**src/rtl/pixel_if_pkg.sv**
```systemverilog
// Shared pixel-interface constants and the write-scheduler FSM encoding.
// The column mux imports the same package, so the pixel geometry stays in one place.
package pixel_if_pkg;

  localparam int BITS_PER_PIXEL = 24;
  localparam int ADDR_W         = 6;
  localparam int PIXELS_PER_COL = 8;

  localparam logic [2:0] S_IDLE      = 3'd0;
  localparam logic [2:0] S_WRITE     = 3'd1;
  localparam logic [2:0] S_WAIT_DONE = 3'd2;
  localparam logic [2:0] S_SEND      = 3'd3;
  localparam logic [2:0] S_GUARD     = 3'd4;

endpackage

```
**src/rtl/pixel_write_scheduler_rr_arbiter.sv**
```systemverilog
// Round-robin pick: first valid requester at or after the pointer, wrapping.
// Produces both the one-hot grant and its index.
module rr_arbiter #(
  parameter int NREQ = 2
) (
  input  logic [NREQ-1:0] valid_i,
  input  logic [1:0]      ptr_i,
  output logic [NREQ-1:0] onehot_o,
  output logic [1:0]      idx_o,
  output logic            any_o
);

  logic found;

  always_comb begin
    onehot_o = '0;
    idx_o    = '0;
    found    = 1'b0;
    for (int i = 0; i < NREQ; i++) begin
      for (int k = 0; k < NREQ; k++) begin
        if (!found && valid_i[k] && (k == (int'(ptr_i) + i) % NREQ)) begin
          onehot_o[k] = 1'b1;
          idx_o       = 2'(k);
          found       = 1'b1;
        end
      end
    end
    any_o = found;
  end

endmodule

```
**src/rtl/pixel_write_scheduler.sv**
```systemverilog
// Frame-granular owner of the column mux pixel write port, with send/guard sequencing.
// Optional stall abort is compiled in with PWS_TIMEOUT_EN.
module pixel_write_scheduler #(
  parameter int NREQ           = 2,
  parameter int BITS_PER_PIXEL = pixel_if_pkg::BITS_PER_PIXEL,
  parameter int ADDR_W         = pixel_if_pkg::ADDR_W,
  parameter int GUARD_CYCLES   = 2,
  parameter int TIMEOUT        = 4095
) (
  input  logic                          clk,
  input  logic                          rst_n,
  input  logic [NREQ-1:0]               req_valid,
  input  logic [NREQ-1:0]               req_last,
  input  logic [NREQ*ADDR_W-1:0]        req_addr,
  input  logic [NREQ*BITS_PER_PIXEL-1:0] req_data,
  output logic [NREQ-1:0]               req_ready,
  output logic                          write_en,
  output logic [ADDR_W-1:0]             pixel_addr,
  output logic [BITS_PER_PIXEL-1:0]     pixel_value,
  output logic                          send_frame,
  input  logic                          frame_done,
  output logic [1:0]                    grant_id,
  output logic                          busy,
  output logic                          timeout_err
);
  import pixel_if_pkg::*;

  localparam int GW = $clog2(GUARD_CYCLES);

  logic [2:0]                state_q, state_d;
  logic [1:0]                grant_q, grant_d, rr_ptr_q, rr_ptr_d, next_ptr;
  logic [NREQ-1:0]           gnt_oh_q, gnt_oh_d, arb_oh;
  logic [1:0]                arb_idx;
  logic                      arb_any;
  logic [GW-1:0]             guard_q, guard_d;
  logic                      write_en_q, send_frame_q, send_d;
  logic [ADDR_W-1:0]         pixel_addr_q, sel_addr;
  logic [BITS_PER_PIXEL-1:0] pixel_value_q, sel_data;
  logic                      in_write, accept, own_last, stall_expired;

  rr_arbiter #(.NREQ(NREQ)) u_arb (
    .valid_i  (req_valid),
    .ptr_i    (rr_ptr_q),
    .onehot_o (arb_oh),
    .idx_o    (arb_idx),
    .any_o    (arb_any)
  );

  assign in_write = (state_q == S_WRITE);
  assign accept   = in_write && |(req_valid & gnt_oh_q);
  assign own_last = |(req_last & gnt_oh_q);
  assign next_ptr = (grant_q == 2'(NREQ - 1)) ? 2'd0 : grant_q + 2'd1;

  always_comb begin
    sel_addr = '0;
    sel_data = '0;
    for (int i = 0; i < NREQ; i++) begin
      if (gnt_oh_q[i]) begin
        sel_addr = req_addr[i*ADDR_W +: ADDR_W];
        sel_data = req_data[i*BITS_PER_PIXEL +: BITS_PER_PIXEL];
      end
    end
  end

`ifdef PWS_TIMEOUT_EN
  localparam int SW = $clog2(TIMEOUT + 1);
  logic [SW-1:0] stall_q;
  logic          timeout_err_q;

  // The stall count only runs while the owner holds the port without delivering beats
  assign stall_expired = in_write && !accept && (stall_q == SW'(TIMEOUT - 1));

  always_ff @(posedge clk or negedge rst_n) begin
    if (!rst_n) begin
      stall_q       <= '0;
      timeout_err_q <= 1'b0;
    end else begin
      stall_q       <= (!in_write || accept) ? '0 : stall_q + 1'b1;
      timeout_err_q <= stall_expired;
    end
  end

  assign timeout_err = timeout_err_q;
`else
  assign stall_expired = 1'b0;
  assign timeout_err   = 1'b0;
`endif

  always_comb begin
    state_d  = state_q;
    grant_d  = grant_q;
    gnt_oh_d = gnt_oh_q;
    rr_ptr_d = rr_ptr_q;
    guard_d  = guard_q;
    send_d   = 1'b0;
    case (state_q)
      S_IDLE: if (arb_any) begin
        grant_d  = arb_idx;
        gnt_oh_d = arb_oh;
        state_d  = S_WRITE;
      end
      S_WRITE: if (accept && own_last) begin
        state_d  = S_WAIT_DONE;
        rr_ptr_d = next_ptr;
      end else if (stall_expired) begin
        state_d  = S_IDLE;
        rr_ptr_d = next_ptr;
      end
      // The last beat is already on the mux, so a frame_done on the entry cycle is valid
      S_WAIT_DONE: if (frame_done) begin
        state_d = S_SEND;
        send_d  = 1'b1;
      end
      S_SEND: begin
        state_d = S_GUARD;
        guard_d = '0;
      end
      // The mux swaps buffers a cycle after send_frame; keep writes off until that settles
      S_GUARD: begin
        if (guard_q == GW'(GUARD_CYCLES - 1)) state_d = S_IDLE;
        else                                   guard_d = guard_q + 1'b1;
      end
      default: state_d = S_IDLE;
    endcase
  end

  always_ff @(posedge clk or negedge rst_n) begin
    if (!rst_n) begin
      state_q       <= S_IDLE;
      grant_q       <= '0;
      gnt_oh_q      <= '0;
      rr_ptr_q      <= '0;
      guard_q       <= '0;
      write_en_q    <= 1'b0;
      pixel_addr_q  <= '0;
      pixel_value_q <= '0;
      send_frame_q  <= 1'b0;
    end else begin
      state_q      <= state_d;
      grant_q      <= grant_d;
      gnt_oh_q     <= gnt_oh_d;
      rr_ptr_q     <= rr_ptr_d;
      guard_q      <= guard_d;
      write_en_q   <= accept;
      send_frame_q <= send_d;
      if (accept) begin
        pixel_addr_q  <= sel_addr;
        pixel_value_q <= sel_data;
      end
    end
  end

  assign req_ready   = in_write ? gnt_oh_q : '0;
  assign write_en    = write_en_q;
  assign pixel_addr  = pixel_addr_q;
  assign pixel_value = pixel_value_q;
  assign send_frame  = send_frame_q;
  assign grant_id    = grant_q;
  assign busy        = (state_q != S_IDLE);

endmodule

```
**config.mk**
```make
export PLATFORM = sky130hd
export DESIGN_NAME = pixel_write_scheduler
export DESIGN_NICKNAME = d
export VERILOG_FILES = /design/src/rtl/pixel_if_pkg.sv /design/src/rtl/pixel_write_scheduler_rr_arbiter.sv /design/src/rtl/pixel_write_scheduler.sv
export SDC_FILE = /design/constraint.sdc
export NUM_CORES = 1
export LEC_CHECK = 0
export CORE_AREA = 2 2 84 86
export CTS_CLUSTER_SIZE = 40
export DETAILED_ROUTE_END_ITERATION = 10
export DIE_AREA = 0 0 86 88
export GPL_ROUTABILITY_DRIVEN = 1
export PLACE_DENSITY = 0.71
export SYNTH_ARGS = -nofsm -noshare
export SYNTH_HDL_FRONTEND = slang
export SYNTH_SLANG_ARGS = --single-unit
```
**constraint.sdc**
```tcl
create_clock -name clk -period 1.5 [get_ports clk]
set_input_delay 0.225 -clock clk [delete_from_list [all_inputs] [get_ports clk]]
set_output_delay 0.225 -clock clk [all_outputs]
set_load 0.02 [all_outputs]
```
# ---- Yosys cells after proc, flatten, opt, wreduce, memory -nomap -nowiden
# Index checks and enable logic that the tools add are counted.
dict set report op_classes {
  add_sub_neg 3
  eq_ne 10
  n_mux 25
  bitwise_logic 3
  n_reduce_logical 22
}
# op n
set op_table {}
lappend op_table {{zero test 32 bit} 2}
lappend op_table {{two-way mux 24 bit} 2}
lappend op_table {{case mux 3 bit (5 select lines)} 1}
lappend op_table {{two-way mux 1 bit} 14}
lappend op_table {{two-way mux 3 bit} 4}
lappend op_table {{two-way mux 6 bit} 2}
lappend op_table {{logical AND 1 bit} 9}
lappend op_table {{equality test 3 x 2 -> 1 bit, second input constant} 2}
lappend op_table {{inequality test 2 bit, second input constant} 3}
lappend op_table {{AND 2 bit} 2}
lappend op_table {{AND reduction 2 bit} 2}
lappend op_table {{AND reduction 4 bit} 1}
lappend op_table {{OR reduction 2 bit} 2}
lappend op_table {{adder 1 bit, second input constant} 3}
lappend op_table {{equality test 3 x 1 -> 1 bit, second input constant} 1}
lappend op_table {{equality test 3 bit, second input constant} 1}
lappend op_table {{zero test 1 bit} 3}
lappend op_table {{zero test 3 bit} 1}
lappend op_table {{nonzero test 3 bit} 1}
lappend op_table {{equality test 2 bit, first input constant} 1}
lappend op_table {{two-way mux 2 bit} 1}
lappend op_table {{inequality test 2 x 1 -> 1 bit, second input constant} 1}
lappend op_table {{case mux 1 bit (2 select lines)} 1}
lappend op_table {{nonzero test 2 bit} 1}
lappend op_table {{2 further kinds} 2}
dict set report word_totals {
  regBits 40
}

# ---- Longest topological paths before layout
# Gate-level depths: netlist of run 1.
dict set report logic_depth {
  ltp_word 17
  mapped_depth 6
  ltp_nobuf 4
}

# ---- Cells and area by module
# From an unflattened synthesis of run 1, not the netlist that was laid out.
dict set report hier_totals {
  cells_unflattened 189
  hier_area_um2 1925.6
}
# module n_inst cells_each area_each_um2 seq_area_each_um2
set by_module_without_submodules {}
lappend by_module_without_submodules {pixel_write_scheduler 1 182 1881.8 1051.0}
lappend by_module_without_submodules {rr_arbiter 1 7 43.8 0.0}

# ---- Worst setup path before layout of run 1
# Ideal clock, no wire load.
dict set report synth_path {
  kind {register to register}
  start {reg state_q[1]}
  end {reg pixel_addr_q[0] (netlist: pixel_addr[0])}
  setup_ns 0.124
  arrival_time_ns 1.349
  required_ns 1.376
  path_slack_ns 0.027
  path_stages_with_launch 5
  period_less_slack_ns 1.473
  cell_sequence {dfrtp_1 -> or3b_4 -> nor2_4 -> buf_4 -> a21oi_2}
}
dict set report synth_between {
  elab_chain_cells 2
}
# item line
set synth_rtl {}
lappend synth_rtl {{start: declaration} pixel_write_scheduler.sv:30} ;# logic [2:0] state_q, state_d;
lappend synth_rtl {{start signal: assignment} pixel_write_scheduler.sv:139} ;# state_q <= state_d;
lappend synth_rtl {{equality test 3 x 1 -> 1 bit} pixel_write_scheduler.sv:49} ;# assign in_write = (state_q == S_WRITE);
lappend synth_rtl {{logical AND 1 bit} pixel_write_scheduler.sv:50} ;# assign accept = in_write && |(req_valid & gnt_oh_q);
lappend synth_rtl {{net accept} pixel_write_scheduler.sv:39} ;# logic in_write, accept, own_last, stall_expired;
lappend synth_rtl {{end signal: assignment} pixel_write_scheduler.sv:147} ;# pixel_addr_q <= sel_addr;
lappend synth_rtl {{end: declaration} pixel_write_scheduler.sv:37} ;# logic [ADDR_W-1:0] pixel_addr_q, sel_addr;
# The timed path passes the listed nets, and every way through them passes these cells.
# A chain may end at the register's enable or synchronous reset.

# ---- Worst setup path after layout of run 1
dict set report layout_path {
  start {reg state_q[2]}
  end {reg pixel_value_q[20] (netlist: pixel_value[20])}
}
dict set report layout_between {
  elab_chain_cells 2
}
# item line
set layout_rtl {}
lappend layout_rtl {{equality test 3 x 1 -> 1 bit} pixel_write_scheduler.sv:49}
lappend layout_rtl {{logical AND 1 bit} pixel_write_scheduler.sv:50}
lappend layout_rtl {{end signal: assignment} pixel_write_scheduler.sv:148} ;# pixel_value_q <= sel_data;
lappend layout_rtl {{end: declaration} pixel_write_scheduler.sv:38} ;# logic [BITS_PER_PIXEL-1:0] pixel_value_q, sel_data;
# No other way between the ends.

==> metrics.md, run 1 <==
| Metric | Value |
|---|---|
| Pre-CTS setup slack | -0.2546 ns |
| Hold Vio Cnt, Final | 0 |
| Clock tree sinks | 40 |
| Arrival time of data at the critical path endpoint | 1.77 ns |
| Global-route wire length before repair | between 8 and 9 mm |
| Synth area leaders | dfrtp_1 52%, a21oi_2 13%, a22oi_1 12% |
| Setup TNS after final layout | -1.205 ns |
| Mean instance size in the synthesized netlist | 10.42 µm² |
| Via count of the first global-routing pass | 1880 |
| Total CTS buffers | 5 |
| Final core utilization | between 50% and 60% |
| Area occupied by multi-input gates | approximately 910 µm² |
| Crit share post-route | 104.2% |
| Reported max-cap violation count | 0 |
| GRT Residual Overflow | 0 |
| Most instantiated flip-flop cell in the synthesis netlist | dfrtp_1 |
| Die boundary height | 88 µm |
| Worst r2r dst | pixel_value[20] |
| Sequential cell area | 1001 µm² |
| Fraction of final layout cells sized beyond drive strength 1 | about a quarter |
| Total power divided by cell area | around 2200 nW/µm² |
| R2R setup slack | -0.06 ns |
| Total met3 wirelength after detailed routing | 384 µm |
| Skew-Pair Late Insertion Delay | 0.28 ns |
| EDFF count, synth | 0 |
| Register area share after synthesis | 51.65% |
| Sum of routed wire segments on met1 | 2.276 mm |
| Number of antenna violations at the first check in global routing | 0 |
| DRT iter0 DRCs | 58 |
| Unrepaired setup endpoints after global routing | yes |
| Nets | 376 |
| Overall die width | 86 µm |
| Initial core utilization | approximately 29% |
| Highest layer used for signal routing | met4 |
| Post-Route WL | 5.747 mm |
| Post-DRT Antenna Nets | 0 |
| Failing checks | negative setup slack |
| Warning count from the yosys run | 0 |
| Post-route DRC | 0 |
| Peak Freq | 0.6400 GHz |
| VDD IR-drop max | 1111 µV |
| Type of the worst min-delay path | in -> async |
| Post-layout instance area | 3545 µm² |
| Total Power Consumption | slightly below 8 mW |
| Worst hold slack across all endpoints | 0.4370 ns |
| Via density per instance | between 4 and 5 |
| 1st-pass router iterations | 4 |
| Via Count | around 1800 |
| Detail Placement HPWL | 3.987 mm |
| Number of port buffers | about 100 |
| Number of cells in the design after placement | 371 |
| Antenna diode count | 0 |
| Finished Layout Cells | 389 |
| Setup crit end | pixel_value[20] |
| Number of library cell types mapped by synthesis | 29 |
| Final Setup Violations | 32 |
| Leakage dissipation | 1.610 nW |
| Cells after Synth | approximately 190 |
| Fin Clk Skew | 0.007412 ns |
| Fraction of synthesized cell area taken by the top area cell type | 51.65% |
| Cell type with the highest aggregate area in the netlist | dfrtp_1 |
| Clock root buffer master | clkbuf_8 |
| Final min period | between 1.5 and 2 ns |
| Count of final max-slew check failures | 0 |
| Flip-flop and latch count after synthesis | 40 |
| Maximum fanout along the worst path | 12 |
| Path depth of the worst reg2reg path | 7 |
| Site row count | 30 |
| Pin count of the biggest net entering global routing | 22 |
| Top-level I/O count | around 110 |
| Nature of the critical path startpoint | flop |
| Avg WL per Cell | ~15 µm |
| Share of flip-flops with an asynchronous set or reset | 100.0% |
| Crit path capture type | flop |
| Deepest level of the CTS H-tree | 2 |
| Clock-pin slew on the worst setup and hold paths | 0.08 ns |
| Largest buffer count on any clock path | 2 |
| Status | complete, but fails checks |
| Final setup slack of the worst path | -0.06243 ns |
| Standard cell core area | 6644 µm² |
| Critical Path Start | state_q[2] |
| Die footprint | between 7000 and 8000 µm² |
| Cell area after synthesis | between 1500 and 2000 µm² |
| Launching point of the worst reg2reg path | state_q[2] |
| Placed instance area | 3118 µm² |
| Critical path start-end classification | reg -> reg |
| Met2 wire length | 3.051 mm |
| TritonCTS clock tree | yes |
| Growth of design area from synthesis to finish | 82.89% |
| Filler Cell Count | 610 |
| Required time at the endpoint of the critical path | 1.71 ns |
| Total global-route track usage | 14.87% |
| Gpl congestion | 0.7071 |
[worst min path at each step]
stage	to	slack [ns]
final	pixel_value[5]	0.44
after global routing	pixel_value[5]	0.48
after CTS	pixel_value[5]	0.45
after detailed placement	pixel_value[5]	0.22
after global placement	pixel_value[8]	0.21
after floorplan	gnt_oh_q[0]	-0.07
[final cells by class]
cell class                 count  area share [%]
inverter                       4          0.4236
tap                           80           2.824
clock buffer                   6           2.047
timing repair buffer         130           40.70
clock inverter                 1          0.1412
sequential                    40           28.24
multi-input combinational    128           25.63
[layout by cell type (no fill, tap or decap), drive strengths merged]
cell type      instances
o31ai                  1
a31oi                  1
a22o                   1
nor2b                  1
o21a                   2
nand2b                 2
dlygate4sd2            1
dlymetal6s2s          28
or2b                   1
nand3                  2
nor3                   1
clkinv                 1
or3b                   1
nor2                  38
buf                   29
clkdlybuf4s50         69
o211ai                 1
nand2                  2
nand3b                 2
clkbuf                 8
a21oi                 33
a21boi                 1
dlygate4sd3            1
o21ai                  3
dfrtp                 40
a22oi                 30
and2                   2
inv                    4
conb                   2
o22ai                  1
[registers in the layout, indices dropped and copies added, names as in the netlist]
register / flops
pixel_addr: 6
rr_ptr_q: 1
gnt_oh_q: 2
guard_q: 1
grant_id: 1
send_frame: 1
write_en: 1
state_q: 3
pixel_value: 24
[critical path: stages, from the launching register on]
cell and delay (ns):
dfrtp_1 0.41, or3b_4 0.39, buf_6 0.13, nor2_4 0.10, buf_12 0.16, buf_12 0.14, nor2_1 0.05, a21oi_2 0.10
[cell families after synthesis]
family / after synthesis / share of synthesized area (%)
compound gates: 74 / 29.57
buf+inv: 19 / 6.326
flops: 40 / 51.65
other cells: 1 / 0.1935
simple gates: 52 / 12.27
[power by group]
group | internal, mW | switching (mW)
registers | 1.63 | 0.342
clock network | 0.316 | 0.347
logic | 2.53 | 2.56
[metal layers]
layer | global-route usage (%) | up-vias
met1 | 16.78 | 873
li1 | - | 903
met4 | 3.030 | 0
met3 | 4.618 | 4
met2 | 27.63 | 63
met5 | 0 | -
[synthesized netlist by cell type, drive strengths merged (2+ instances only)]
master  count
dfrtp      40
nand3b      2
buf        10
o21a        2
nand2       2
a21oi      33
nor2       38
nand3       2
clkbuf      5
a22oi      30
nand2b      2
inv         4
o21ai       3
and2        2
[repair_timing]
item / in CTS / in global routing
setup endpoints to repair: 34 / 58
gates cloned: 3 / 2
hold buffers: 1 / 0
pin swaps: 2 / 0
resized for setup: 21 / 51
endpoints found under the hold margin: 19 / 0
setup buffers: 5 / 1
Note: power is estimated with default switching activity, not from simulation.
==> run 2: changes to the inputs <==
- CORE_AREA: 2 2 84 86 -> 2 2 78 80
- DIE_AREA: 0 0 86 88 -> 0 0 80 82
- PLACE_DENSITY: 0.71 -> 0.8
- REMOVE_ABC_BUFFERS: default -> 1
==> metrics.md, run 2 (synthesized netlist as in run 1, its figures left out) <==
| Metric | Value |
|---|---|
| Required time at the endpoint of the critical path | roughly 1.7 ns |
| Failing checks | negative setup slack |
| Crit path capture type | flop |
| Top library cells by usage in the layout, fill and taps aside | 67 x clkdlybuf4s50_1, 40 x dfrtp_1, 30 x a22oi_1, 29 x a21oi_2, 28 x dlymetal6s2s_1 |
| Growth of design area from synthesis to finish | 86.38% |
| Peak Freq | between 0.6 and 0.7 GHz |
| Type of the worst min-delay path | in -> async |
| Fin Clk Skew | 0.002148 ns |
| Post-layout instance area | between 3000 and 4000 µm² |
| Detail Placement HPWL | 3.825 mm |
| Nature of the critical path startpoint | flop |
| Launching point of the worst reg2reg path | state_q[1] |
| Hold Vio Cnt, Final | 0 |
| VDD IR-drop max | roughly 1100 µV |
| Post-DRT Antenna Nets | 0 |
| DRT iter0 DRCs | 74 |
| Placed instance area | 3117 µm² |
| Final setup slack of the worst path | -0.08995 ns |
| Crit share post-route | 106.0% |
| Arrival time of data at the critical path endpoint | between 1.5 and 2 ns |
| Die footprint | 6560 µm² |
| Critical path start-end classification | reg -> reg |
| Sequential share of power | 24.6% |
| Commonest non-fill, non-tap cell in the layout | clkdlybuf4s50_1 |
| Post-route DRC | 0 |
| Clock network fraction of total power | 11.7% |
| Total power divided by cell area | 2251 nW/µm² |
| Clock root buffer master | clkbuf_8 |
| Global-route wire length before repair | roughly 8.4 mm |
| Net Sw Power | 3.332 mW |
| Count of final max-slew check failures | 0 |
| Switching part of the total | 40.98% |
| Pint | 4.798 mW |
| GRT Residual Overflow | 0 |
| Standard cell core area | 5746 µm² |
| Clock tree sinks | 40 |
| Number of cells in the design after placement | 365 |
| Gpl congestion | a little under 0.8 |
| Maximum fanout along the worst path | 9 |
| Post-Route WL | around 5.8 mm |
| Top-level I/O count | 105 |
| Final min period | about 1.6 ns |
| Avg WL per Cell | 15.02 µm |
| Total CTS buffers | 5 |
| Critical Path Start | state_q[1] |
| Fraction of final layout cells sized beyond drive strength 1 | 28.57% |
| Skew-Pair Late Insertion Delay | 0.29 ns |
| Via density per instance | ~4.9 |
| Flip-flop count of the largest register, all copies and words added | 24 |
| Clock-pin slew on the worst setup and hold paths | roughly 0.080 ns |
| Leakage dissipation | 1.644 nW |
| Antenna diode count | 0 |
| Via count of the first global-routing pass | between 1500 and 2000 |
| Site row count | 28 |
| Status | complete, but fails checks |
| Combinational Power Share | between 60% and 70% |
| Reported max-cap violation count | 0 |
| Overall die width | 80 µm |
| Number of port buffers | 102 |
| 1st-pass router iterations | 4 |
| Die boundary height | 82 µm |
| Filler Cell Count | 487 |
| Finished Layout Cells | 383 |
| Total global-route track usage | between 10% and 20% |
| Nets | between 300 and 400 |
| Via Count | roughly 1900 |
| Final Setup Violations | 33 |
| Largest buffer count on any clock path | 2 |
| Deepest level of the CTS H-tree | 2 |
| Unrepaired setup endpoints after global routing | yes |
| TritonCTS clock tree | yes |
| Pin count of the biggest net entering global routing | 22 |
| Initial core utilization | 33.73% |
| Number of antenna violations at the first check in global routing | 0 |
==> run 2: cell count changes in the layout (fill, tap and decap cells not counted), moves of 2 or more <==
cell / before / now
clkbuf_8: 5 / 7
clkdlybuf4s50_1: 69 / 67
clkbuf_16: 2 / 4
dlygate4sd2_1: 1 / 3
buf_4: 19 / 13
nor2_1: 25 / 19
nor2_2: 3 / 8
==> run 2: worst max-delay path: stages (launching register included) <==
cell and delay, ns:
dfrtp_1 0.38, or3b_4 0.40, buf_6 0.13, nor2_4 0.11, buf_8 0.16, clkbuf_16 0.16, nor2_1 0.05, a21oi_2 0.11
==> run 2: final timing paths <==
path                            slack (ns)               to  cells past startpoint
worst max register to register       -0.09   pixel_value[9]                      7
worst min-delay path                  0.45  pixel_value[15]                      2
worst max-delay path                 -0.09   pixel_value[9]                      7
max in group asynchronous             0.58   pixel_value[2]                      3
min in group clk                      0.50       state_q[2]                      1
worst min register to register        0.50       state_q[2]                      1
==> run 2: final cells by class <==
cell class / count / area, µm² / area share (%)
clock inverter: 1 / 30.03 / 0.8313
tap: 75 / 93.84 / 2.598
multi-input combinational: 128 / 927.1 / 25.67
sequential: 40 / 1001 / 27.71
inverter: 4 / 15.01 / 0.4157
clock buffer: 7 / 96.34 / 2.667
timing repair buffer: 128 / 1449 / 40.11
==> run 2: timing repair <==
action                                  in CTS  in global routing
pin swaps                                    1                  0
resized for setup                           24                 58
hold buffers                                 1                  0
endpoints found under the hold margin       19                  0
cloned                                       2                  4
buffers inserted                             3                  0
endpoints found under the setup margin      36                 60
==> run 2: power groups by stage <==
stage	Clock, mW	Sequential, mW	Combinational [mW]
after floorplan	0	2.57	1.77
after global placement	0	1.92	4.35
after detailed placement	0	1.95	4.43
after CTS	0.979	1.92	4.72
after global routing	1.02	2.07	5.58
final	0.948	2.00	5.18
==> run 2: per-layer routing <==
layer | wire [µm] | up-vias | track usage, %
met5 | 0 | - | 0
met4 | 37 | 0 | 5.254
met3 | 396 | 6 | 5.385
met2 | 2912 | 69 | 28.50
met1 | 2404 | 913 | 20.08
li1 | - | 907 | -
==> run 2: metrics by stage <==
stage	setup slack [ns]	setup TNS (ns)	utilization, %	hold slack (ns)	power (mW)
global placement	-0.1858	-1.623	54.25	0.2065	6.269
floorplan	-0.8468	-26.19	-	-0.07059	4.338
CTS	-0.05919	-1.206	58.12	0.4390	7.623
finish	-0.08995	-1.423	62.87	0.4467	8.130
detailed placement	-0.2041	-2.759	54.25	0.2124	6.375
global route	-0.1441	-3.512	62.87	0.4929	8.671
